File: src/rtl/text_overlay.sv
// text_overlay: renders a NUM_CHARS-long string of 8x16 glyphs at (MSG_X,MSG_Y),
// integer-scaled by 2**SCALE_LOG2. The message buffer can be rewritten at run time.
// A per-frame fade-in / blink state machine sets the foreground blend level.
// Output RGB is registered two cycles after the pixel coordinate is presented.
module text_overlay #(
    parameter int          MSG_X        = 200,
    parameter int          MSG_Y        = 150,
    parameter int          NUM_CHARS    = 9,
    parameter int          SCALE_LOG2   = 0,
    parameter int          FADE_STEP    = 32,
    parameter int          BLINK_FRAMES = 30,
    parameter logic [23:0] FG_RGB       = 24'hFFFFFF,
    parameter logic [23:0] BG_RGB       = 24'h000000
) (
    input  logic       clock,
    input  logic       reset,
    input  logic [9:0] pixel_x,
    input  logic [9:0] pixel_y,
    input  logic       frame_tick,
    input  logic       show,
    input  logic       blink_en,
    input  logic       wr_en,
    input  logic [4:0] wr_addr,
    input  logic [3:0] wr_code,
    output logic [7:0] red,
    output logic [7:0] green,
    output logic [7:0] blue
);

    localparam int BOX_W = (NUM_CHARS * 8) << SCALE_LOG2;
    localparam int BOX_H = 16 << SCALE_LOG2;
    localparam int CW    = $clog2(BLINK_FRAMES + 1);
    localparam logic [CW-1:0] BLINK_LAST = CW'(BLINK_FRAMES - 1);

    typedef enum logic [1:0] {ST_OFF, ST_FADE, ST_ON, ST_DARK} state_t;

    // Glyph bitmaps: row r in bits [r*8 +: 8], bit c = column c (LSB is the leftmost column).
    function automatic logic [127:0] glyph_rom(input logic [3:0] code);
        case (code)
            4'd1: glyph_rom = {56'h0, 8'h7C, 8'h66, 8'h63, 8'h73, 8'h03, 8'h03, 8'h03, 8'h66, 8'h3C}; // G
            4'd2: glyph_rom = {56'h0, 8'h66, 8'h66, 8'h66, 8'h66, 8'h7E, 8'h66, 8'h66, 8'h3C, 8'h18}; // A
            4'd3: glyph_rom = {56'h0, 8'h63, 8'h63, 8'h63, 8'h63, 8'h63, 8'h6B, 8'h7F, 8'h77, 8'h63}; // M
            4'd4: glyph_rom = {56'h0, 8'h7F, 8'h03, 8'h03, 8'h03, 8'h3F, 8'h03, 8'h03, 8'h03, 8'h7F}; // E
            4'd5: glyph_rom = {56'h0, 8'h3E, 8'h63, 8'h63, 8'h63, 8'h63, 8'h63, 8'h63, 8'h63, 8'h3E}; // O
            4'd6: glyph_rom = {56'h0, 8'h08, 8'h1C, 8'h36, 8'h36, 8'h63, 8'h63, 8'h63, 8'h63, 8'h63}; // V
            4'd7: glyph_rom = {56'h0, 8'h63, 8'h63, 8'h33, 8'h1B, 8'h3F, 8'h63, 8'h63, 8'h63, 8'h3F}; // R
            default: glyph_rom = 128'h0;                                                           // space/blank
        endcase
    endfunction

    // Power-up message "GAME OVER"; slots beyond it start as spaces.
    function automatic logic [3:0] init_code(input int slot);
        case (slot)
            0: init_code = 4'd1;
            1: init_code = 4'd2;
            2: init_code = 4'd3;
            3: init_code = 4'd4;
            5: init_code = 4'd5;
            6: init_code = 4'd6;
            7: init_code = 4'd4;
            8: init_code = 4'd7;
            default: init_code = 4'd0;
        endcase
    endfunction

    // Buffer is always 32 deep so the 5-bit character index never leaves the array.
    logic [3:0]    r_buf [32];
    logic          r_in;
    logic [2:0]    r_col;
    logic [3:0]    r_row;
    logic [3:0]    r_code;
    logic [23:0]   r_rgb;
    state_t        r_state, w_state_next;
    logic [8:0]    r_level, w_level_next;
    logic [CW-1:0] r_cnt, w_cnt_next;

    logic [10:0]   w_x11, w_y11, w_dx, w_dy;
    logic          w_in_box;
    logic [4:0]    w_char;
    logic [9:0]    w_level_sum;
    logic [8:0]    w_level_eff;
    logic [127:0]  w_glyph;
    logic          w_bit;
    logic [23:0]   w_lit_rgb;
    logic          w_unused_bits;

    // Coordinates are widened to 11 bits so the box edges never wrap.
    assign w_x11    = {1'b0, pixel_x};
    assign w_y11    = {1'b0, pixel_y};
    assign w_in_box = (w_x11 >= 11'(MSG_X)) && (w_x11 < 11'(MSG_X + BOX_W)) &&
                      (w_y11 >= 11'(MSG_Y)) && (w_y11 < 11'(MSG_Y + BOX_H));
    assign w_dx     = (w_x11 - 11'(MSG_X)) >> SCALE_LOG2;
    assign w_dy     = (w_y11 - 11'(MSG_Y)) >> SCALE_LOG2;
    assign w_char   = w_dx[7:3];
    assign w_unused_bits = ^{w_dx[10:8], w_dy[10:4]};

    // Message buffer: reset loads the default text; writes to slots past the message are dropped.
    always_ff @(posedge clock) begin
        if (reset) begin
            for (int i = 0; i < 32; i++) r_buf[i] <= init_code(i);
        end else if (wr_en && (32'(wr_addr) < NUM_CHARS)) begin
            r_buf[wr_addr] <= wr_code;
        end
    end

    // Stage 1: box flag, glyph column/row and the character code (old value on a same-cycle write).
    always_ff @(posedge clock) begin
        if (reset) begin
            r_in   <= 1'b0;
            r_col  <= 3'd0;
            r_row  <= 4'd0;
            r_code <= 4'd0;
        end else begin
            r_in   <= w_in_box;
            r_col  <= w_dx[2:0];
            r_row  <= w_dy[3:0];
            r_code <= r_buf[w_char];
        end
    end

    // Fade/blink state register, stepped by frame_tick.
    always_ff @(posedge clock) begin
        if (reset) begin
            r_state <= ST_OFF;
            r_level <= 9'd0;
            r_cnt   <= '0;
        end else begin
            r_state <= w_state_next;
            r_level <= w_level_next;
            r_cnt   <= w_cnt_next;
        end
    end

    assign w_level_sum = {1'b0, r_level} + 10'(FADE_STEP);

    // Next state: show=0 forces OFF; fade ramps to 256; blink alternates ON/DARK every BLINK_FRAMES ticks.
    always_comb begin
        w_state_next = r_state;
        w_level_next = r_level;
        w_cnt_next   = r_cnt;
        if (!show) begin
            w_state_next = ST_OFF;
            w_level_next = 9'd0;
            w_cnt_next   = '0;
        end else begin
            case (r_state)
                ST_OFF: begin
                    w_state_next = ST_FADE;
                    w_level_next = 9'd0;
                    w_cnt_next   = '0;
                end
                ST_FADE: begin
                    if (frame_tick) begin
                        if (w_level_sum >= 10'd256) begin
                            w_level_next = 9'd256;
                            w_state_next = ST_ON;
                        end else begin
                            w_level_next = w_level_sum[8:0];
                        end
                    end
                end
                ST_ON: begin
                    if (!blink_en) begin
                        w_cnt_next = '0;
                    end else if (frame_tick) begin
                        if (r_cnt == BLINK_LAST) begin
                            w_state_next = ST_DARK;
                            w_cnt_next   = '0;
                        end else begin
                            w_cnt_next = r_cnt + CW'(1);
                        end
                    end
                end
                ST_DARK: begin
                    if (!blink_en) begin
                        w_state_next = ST_ON;
                        w_cnt_next   = '0;
                    end else if (frame_tick) begin
                        if (r_cnt == BLINK_LAST) begin
                            w_state_next = ST_ON;
                            w_cnt_next   = '0;
                        end else begin
                            w_cnt_next = r_cnt + CW'(1);
                        end
                    end
                end
                default: begin
                    w_state_next = ST_OFF;
                    w_level_next = 9'd0;
                    w_cnt_next   = '0;
                end
            endcase
        end
    end

    // DARK keeps the fade level but draws at level 0.
    assign w_level_eff = (r_state == ST_DARK) ? 9'd0 : r_level;
    assign w_glyph     = glyph_rom(r_code);
    assign w_bit       = w_glyph[{r_row, r_col}];

    // Per-channel blend BG + ((FG-BG)*level >>> 8); channel 0 is blue, 2 is red.
    for (genvar gi = 0; gi < 3; gi++) begin : g_ch
        localparam logic [7:0] FG_CH = FG_RGB[gi*8 +: 8];
        localparam logic [7:0] BG_CH = BG_RGB[gi*8 +: 8];
        localparam logic signed [9:0] DIFF = $signed({2'b00, FG_CH}) - $signed({2'b00, BG_CH});
        logic signed [19:0] w_prod;
        assign w_prod = 20'(DIFF) * 20'($signed({1'b0, w_level_eff}));
        assign w_lit_rgb[gi*8 +: 8] = BG_CH + 8'(w_prod >>> 8);
    end

    // Stage 2: registered colour; outside the box or an unset glyph bit shows background.
    always_ff @(posedge clock) begin
        if (reset) begin
            r_rgb <= 24'h0;
        end else begin
            r_rgb <= (r_in && w_bit) ? w_lit_rgb : BG_RGB;
        end
    end

    assign red   = r_rgb[23:16];
    assign green = r_rgb[15:8];
    assign blue  = r_rgb[7:0];

endmodule
File: config.mk
export PLATFORM = sky130hd
export DESIGN_NAME = text_overlay
export DESIGN_NICKNAME = d
export VERILOG_FILES = /design/src/rtl/text_overlay.sv
export SDC_FILE = /design/constraint.sdc
export NUM_CORES = 1
export LEC_CHECK = 0
export ABC_CLOCK_PERIOD_IN_PS = 7240
export CAP_MARGIN = 20
export CORE_MARGIN = 5
export CORE_UTILIZATION = 45
export DETAILED_ROUTE_END_ITERATION = 8
export PLACE_DENSITY_LB_ADDON = 0.2
export REMOVE_ABC_BUFFERS = 1
export SLEW_MARGIN = 20
export SYNTH_ARGS = -nofsm -noshare
export SYNTH_HDL_FRONTEND = slang
export SYNTH_SLANG_ARGS = --single-unit
File: constraint.sdc
create_clock -name clock -period 7.24 [get_ports clock]
set_clock_uncertainty 0.05 [all_clocks]
set_input_delay 1.448 -clock clock [delete_from_list [all_inputs] [get_ports clock]]
set_output_delay 1.448 -clock clock [all_outputs]
set_load 0.01 [all_outputs]
### Word-level counts from Yosys, hierarchy flattened

Memories as Yosys holds them, arrays and structs flattened. A register that Yosys moved wholly into a read port is not among the register bits.
Index checks and enable logic that the tools add are counted.

* $add $sub $neg: 4
* multiplexer cells: 36
* bitwise logic cells: 2
* $lt $le $gt $ge: 7
* $mul: 1
* reductions and logical operators: 15
* eq/ne operators: 19

Operators with widths (number)
* 71-bit case mux with 7 select lines: 1
* 4-bit two-way mux: 9
* 9-bit two-way mux: 3
* 10-bit by 8-bit >= comparator with 1-bit output (second input constant): 2
* 5-bit two-way mux: 4
* 9-bit case mux with 2 select lines: 1
* 4-bit by 3-bit == test with 1-bit output (second input constant): 4
* 8-bit by 9-bit multiplier with 16-bit output (first input constant): 1
* 2-bit two-way mux: 8
* 9-bit by 6-bit adder with 10-bit output (second input constant): 1
* 10-bit by 9-bit >= comparator with 1-bit output (second input constant): 1
* 10-bit by 8-bit < comparator with 1-bit output (second input constant): 1
* 10-bit by 9-bit < comparator with 1-bit output (second input constant): 1
* 2-bit != test (second input constant): 5
* 5-bit case mux with 2 select lines: 1
* 3-bit != test (second input constant): 3
* 4-bit by 2-bit == test with 1-bit output (second input constant): 2
* 7-bit by 8-bit < comparator with 1-bit output (second input constant): 1
* 2-bit case mux with 4 select lines: 1
* 8-bit subtractor (second input constant): 1
* 1-bit binary-select mux with 7-bit select: 1
* 1-bit two-way mux: 7
* 7-bit AND reduction: 1
* 2-bit OR reduction: 3
* 13 further kinds: 21

* output and inout port bits: 24
* input bits: 35
* bits in writable memories: 128
* memories kept: 1
* register bits after elaboration: 48
* logic and storage cells: 92

Memory list
* r_buf: words 32, bits a word 4, read ports 1, clocked after memory_dff 1, write ports 32, RTL line 67 `logic [3:0] r_buf [32];`

### Logic depth before layout (Yosys ltp)

Gate-level depths: netlist of the first run.

* depth after elaboration: 7
* depth in mapped cells: 16
* gate-level depth less buffers: 15

### Worst setup path after synthesis of the first run

OpenSTA, ideal clock, no wires.

* path kind: register to register
* start point: register r_state[0]
* end point: register r_rgb[22]
* required time: 7050 ps
* setup time: 140 ps
* path slack: 3519 ps
* stages on the path, launching flop included: 16
* data arrival time: 3531 ps
* buffers on the path: 0
* clock period less this slack: 3721 ps
* path through: dfxtp_1 > nand2_1 > and2_1 > ha_1 > ha_1 > ha_1 > inv_1 > fa_1 > inv_1 > ha_1 > o21ai_0 > o21bai_1 > or3_1 > a31oi_1 > xor2_1 > a211oi_1

* longest elaborated chain between the ends: 3

RTL lines
* start: declaration: RTL line 73 `state_t r_state, w_state_next;`
* start signal: assignment: RTL line 128 `r_state <= w_state_next;`
* 2-bit == test: RTL line 197 `assign w_level_eff = (r_state == ST_DARK) ? 9'd0 : r_level;`
* 9-bit two-way mux: RTL line 197
* 8-bit by 9-bit multiplier with 16-bit output: RTL line 207 `assign w_prod = 20'(DIFF) * 20'($signed({1'b0, w_level_eff}));`
* end signal: assignment: RTL line 216 `r_rgb <= (r_in && w_bit) ? w_lit_rgb : BG_RGB;`
* end: declaration: RTL line 72 `logic [23:0] r_rgb;`

No other way between the ends.
A chain may end at the register's enable or synchronous reset.

### Worst setup path in the final report of the first run

* start point: register r_state[0]
* end point: register r_rgb[15]

The elaborated chain is that of the path after synthesis.

==> out/results.txt, run 1 <==
outcome: finished clean
cell type with the largest total area after synthesis: edfxtp_1
Synth Warn #: 0
CORE AREA: 18600 um2
GR Util All Layers: 14.8%
Slew Viols, Final: 0
Reg2Reg Depth: 15
Synth Instances: 642
fmax: 246 MHz
vias in the first global route: 5062
initial antenna violation count: 0
height of the die: 147 um
io pins: 59
clk_lat worst skew: 420 ps
Sw Share: 24.9%
worst-margin pin slew: 1120 ps
hold depth: 2
Hold Fails Final Rpt: 0
grt ovf: 0
final WL: 15200 um
Critical Path End Type: register
wire length on met2: 7680 um
#FFs+latches synth: 159
reg2reg end: r_rgb[15]$_SDFF_PP0_
Starting Density: 45.4%
Critical Path Source Type: register
CP Class: reg -> reg
maximum fanout along the worst path: 7
DRT iter0 DRCs: 313
antenna viol nets, final: 0
# rows: 50
largest net degree at the start of global routing: 83
setup TNS: 0 ps
die width: 147 um
HPWL after DPL: 10700 um
sequential share of power: 49.7%
ant diodes: 0
worst vdd ir: 158 uV
Routed met1 length: 6610 um
clk slew on worst S/H paths: 70 ps
drt via density: 5.07
setup repair bufs after CTS: 0
die area: 21600 um2
Tcrit/Tclk final: 56.2%
Placed Cells: 958
RSZ-0062 raised after global routing: no
Clk pwr share: 39.2%
Synth async-reset ratio: 0%
EDFF count, synth: 128
Main synth FF type: edfxtp_1
share of layout cells above drive strength 1: 13.0%
FF-to-FF Start: r_state[0]$_SDFFE_PP0P_
first-pass GRT wire length: 25500 um
top-area cell type share of the netlist area: 45.6%
Layout area overhead: 16.6%
worst path arrival time: 4340 ps
Remaining DRCs: 0
Tot Pwr: 2.21 mW
post-CTS sizing: 0
1st-pass router iterations: 4
final worst setup slack: 3170 ps
top sig layer: met4
cts hold-fix bufs: 0
leading cell type in the layout, fill and taps excluded: edfxtp_1
number of port buffers: 58
Pint: 1.66 mW
Switch Pwr: 549 uW
H-tree depth: 4
Clock Tree Buf Depth: 2
Endpoint, Worst Hold: r_cnt[4]$_SDFFE_PP0P_
Tmin final: 4070 ps
post-route insts no fill: 990
Static Leak: 3.80 nW
clock buffer count from CTS: 17
Synth area leaders: edfxtp_1 46%, mux4_2 9.3%, dfxtp_1 7.4%
Place WS: 2650 ps
CTS tree: done
CTS sink count: 159
post-synthesis sequential area ratio: 52.9%
HP Start: r_cnt[4]$_SDFFE_PP0P_
netlist area before placement: 8440 um2
library cells used by synthesis: 68
Comb pwr share: 11.1%
routed len/inst: 15.3 um
max cap viols: 0
Placer Congestion: 0.819
via count: 5023
syn_area_per_cell: 13.1 um2
max_slew headroom: 24.5%
# setup viols final: 0
Clk Tree Root Cell: clkbuf_16
Post-layout nets: 827
WP data required: 7510 ps
most frequent cells in the layout: 128 x edfxtp_1, 95 x conb_1, 56 x clkdlybuf4s50_1, 41 x nor2_1, 41 x ha_1
met3 routed WL: 713 um
min-delay worst type: reg -> reg
reg-to-reg slack, setup: 3170 ps
pwr dens: 224 nW/um2
==> registers in the layout, indices dropped and copies added, names as in the netlist <==
register,count
r_in,1
r_cnt,5
r_buf,128
r_code,4
r_row,4
r_rgb,8
r_state,2
r_level,4
r_col,3
==> cells in the mapped netlist, types with 5 or more instances <==
master / instances
o21ai_0: 16
and2_1: 17
fa_1: 8
xor2_1: 11
edfxtp_1: 128
a211oi_1: 8
clkbuf_1: 42
mux2i_1: 7
dfxtp_1: 31
inv_1: 25
or2_2: 12
a31oi_1: 7
nor2_1: 41
nor2b_1: 11
nor4_1: 10
nor3_1: 17
buf_6: 8
a21oi_1: 21
ha_1: 41
or3_1: 9
mux4_1: 5
nand2_1: 21
xnor2_1: 10
nand2b_1: 13
nand3_1: 5
buf_4: 21
mux4_2: 35
==> metal layers <==
layer,track usage (%),vias up
met5,0,-
met1,18.8,2399
met3,3.64,19
met2,25.4,135
met4,4.19,0
li1,-,2470
==> worst max-delay path by stage <==
stage | from | end | slack [ps] | cells past startpoint
global route | r_state[1]$_SDFFE_PP0P_ | r_rgb[15]$_SDFF_PP0_ | 2850 | 15
CTS | pixel_x[3] | r_code[3]$_SDFF_PP0_ | 3120 | 9
global placement | pixel_x[3] | r_code[0]$_SDFF_PP0_ | 2710 | 9
finish | r_state[0]$_SDFFE_PP0P_ | r_rgb[15]$_SDFF_PP0_ | 3170 | 15
detailed placement | pixel_x[3] | r_code[3]$_SDFF_PP0_ | 2650 | 9
floorplan | r_state[0]$_SDFFE_PP0P_ | r_rgb[22]$_SDFF_PP0_ | 3520 | 15
==> through the flow <==
stage / hold WS (ps) / util (%) / cell area, um2
after global routing: 545 / 53.0 / 9840
after floorplan: 422 / - / 8370
after detailed placement: 473 / 49.9 / 9270
after CTS: 492 / 53.0 / 9840
after global placement: 438 / 49.9 / 9270
final: 487 / 53.0 / 9840
==> power by group through the flow <==
stage | logic [mW] | registers (mW) | clock network [mW]
after floorplan | 0.170 | 1.10 | 0
after global placement | 0.241 | 1.11 | 0
after detailed placement | 0.246 | 1.12 | 0
after CTS | 0.247 | 1.10 | 0.888
after global routing | 0.269 | 1.11 | 0.925
final | 0.245 | 1.10 | 0.865
==> worst max-delay path, stage by stage, from the launching register on <==
cell,delay (ps)
dfxtp_1,430
nand2_1,170
and2_1,250
ha_1,280
ha_1,320
ha_1,280
inv_1,50
fa_1,530
inv_1,40
ha_1,300
o21ai_0,240
o21bai_1,140
or3_1,370
nand4_1,140
nand3_1,90
a221oi_1,270
==> cells by family (layout without fill, tap and decap cells) <==
group                    Yosys count  in the layout  share of synthesized area [%]
flip-flops                       159            159                           52.9
XOR/XNOR                          21             21                           2.18
AO/OA/AOI/OAI                     89             89                           7.78
adder cells (fa/ha/maj)           49             49                           7.98
AND/OR/NAND/NOR                  176            176                           11.2
multiplexers                      47             47                           11.7
buffers and inverters            100            120                           6.14
other                              1             95                         0.0444
==> cell type report <==
cell class,count,area [um2]
fillers,1551,8740
flip-flops and latches,159,4460
multi-input cells,477,3810
repair buffers,62,603
clock buffers,17,425
well taps,234,293
clock inverters,15,149
inverters,26,97.6
No activity file was read; power rests on OpenSTA's default activity.
==> run 2, diff against run 1 <==
Settings changed: ABC_CLOCK_PERIOD_IN_PS 7240 to 4100.
Clock period 7.24 ns to 4.1 ns, I/O delays scaled along.
==> out/results.txt, run 2 (synthesis gave the netlist of run 1 again) <==
Placed Cells: 961
cts hold-fix bufs: 0
worst path arrival time: 4090 ps
post-route insts no fill: 993
Critical Path End Type: register
Layout area overhead: 17.6%
die area: 21600 um2
WP data required: 4370 ps
CP delay by family, top: adder cells
Hold Fails Final Rpt: 0
via count: 5086
Fill cells: 1567
CTS tree: done
CP Class: reg -> reg
die width: 147 um
Tot Pwr: 4.03 mW
top flop regs: r_buf: 128 flops, r_rgb: 8 flops, r_cnt: 5 flops
io pins: 59
Tmin final: 3810 ps
final hold slack: 481 ps
setup TNS: 0 ps
Critical Path Source Type: register
maximum fanout along the worst path: 7
worst vdd ir: 360 uV
Clock Tree Buf Depth: 2
height of the die: 147 um
max cap viols: 0
final WL: 15400 um
highest cell delay on the worst timing path: 530 ps
Slowest-stage cell, CP: fa_1
ant diodes: 0
Post-layout nets: 830
share of layout cells above drive strength 1: 13.8%
first-pass GRT wire length: 25700 um
CP bufs+invs: 2
clock buffer count from CTS: 17
Starting Density: 45.4%
fmax: 262 MHz
reg-to-reg slack, setup: 290 ps
drt via density: 5.12
clk slew on worst S/H paths: 60 ps
antenna viol nets, final: 0
GR Util All Layers: 14.8%
CORE AREA: 18600 um2
Clk Tree Root Cell: clkbuf_16
number of port buffers: 58
CTS sink count: 159
fin util: 53.4%
max_slew headroom: 31.9%
Slew Viols, Final: 0
Reg2Reg Depth: 14
Static Leak: 3.85 nW
number of flip-flops in the largest register: 128
setup repair bufs after CTS: 0
grt ovf: 0
H-tree depth: 4
largest net degree at the start of global routing: 60
hold depth: 2
Placer Congestion: 0.852
1st-pass router iterations: 4
DRT iter0 DRCs: 221
initial antenna violation count: 0
routed len/inst: 15.5 um
worst-margin pin slew: 1020 ps
leading cell type in the layout, fill and taps excluded: edfxtp_1
clk_lat worst skew: 420 ps
Top reg by flops: r_buf
Levels on crit path: 14
Remaining DRCs: 0
vias in the first global route: 5289
HPWL after DPL: 11000 um
most frequent cells in the layout: 128 x edfxtp_1, 95 x conb_1, 56 x clkdlybuf4s50_1, 41 x nor2_1, 40 x ha_1
Tcrit/Tclk final: 93.0%
min-delay worst type: reg -> reg
CP Cell Sequence: nand2_2 -> and2_1 -> ha_1 -> fa_1 -> inv_1 -> fa_1 -> inv_1 -> ha_1 -> a211oi_2 -> o21bai_1 -> or3_1 -> nand4_1 -> nand3_1 -> a221oi_1
# rows: 50
pwr dens: 406 nW/um2
post-CTS sizing: 0
RSZ-0062 raised after global routing: no
outcome: finished clean
# setup viols final: 0
-- run 2: worst register-to-register path: cells and delay by family, from the launching register on --
| family | cells | cell delay (ps) |
|---|---|---|
| compound gates | 3 | 590 |
| simple gates | 5 | 910 |
| buf+inv | 2 | 90 |
| flops | 1 | 390 |
| fa+ha+maj | 4 | 1690 |
-- run 2: through the flow --
step | instance area, um2 | setup WS [ps]
after floorplan | 8370 | 379
after global placement | 9290 | 213
after detailed placement | 9290 | 12.3
after CTS | 9910 | 3.36
after global routing | 9920 | 28.9
final | 9920 | 286
-- run 2: path summary, 6_finish.rpt --
kind / from / end
worst max-delay path: r_state[0]$_SDFFE_PP0P_ / r_rgb[15]$_SDFF_PP0_
worst min-delay path: r_cnt[4]$_SDFFE_PP0P_ / r_cnt[4]$_SDFFE_PP0P_
worst max register to register: r_state[0]$_SDFFE_PP0P_ / r_rgb[15]$_SDFF_PP0_
worst min register to register: r_cnt[4]$_SDFFE_PP0P_ / r_cnt[4]$_SDFFE_PP0P_
-- run 2: report_power, final --
group / internal, mW / switching [mW]
Clock: 0.979 / 0.674
Combinational: 0.222 / 0.223
Sequential: 1.86 / 0.0766
Total: 3.06 / 0.973
-- run 2: cell type report --
type                       count  area [um2]  share of cell area (%)
sequential                   159        4470                    45.0
multi-input combinational    477        3820                    38.5
timing repair buffer          65         626                    6.31
clock buffer                  17         425                    4.29
tap                          234         293                    2.95
clock inverter                15         195                    1.97
inverter                      26        97.6                   0.984
-- run 2: metal layers --
metal  wire, um  vias up  track usage, %
met4        273        0            5.27
li1           -     2474               -
met3        619       21            3.24
met2       7660      115            25.1
met5          0        -               0
met1       6880     2476            18.8
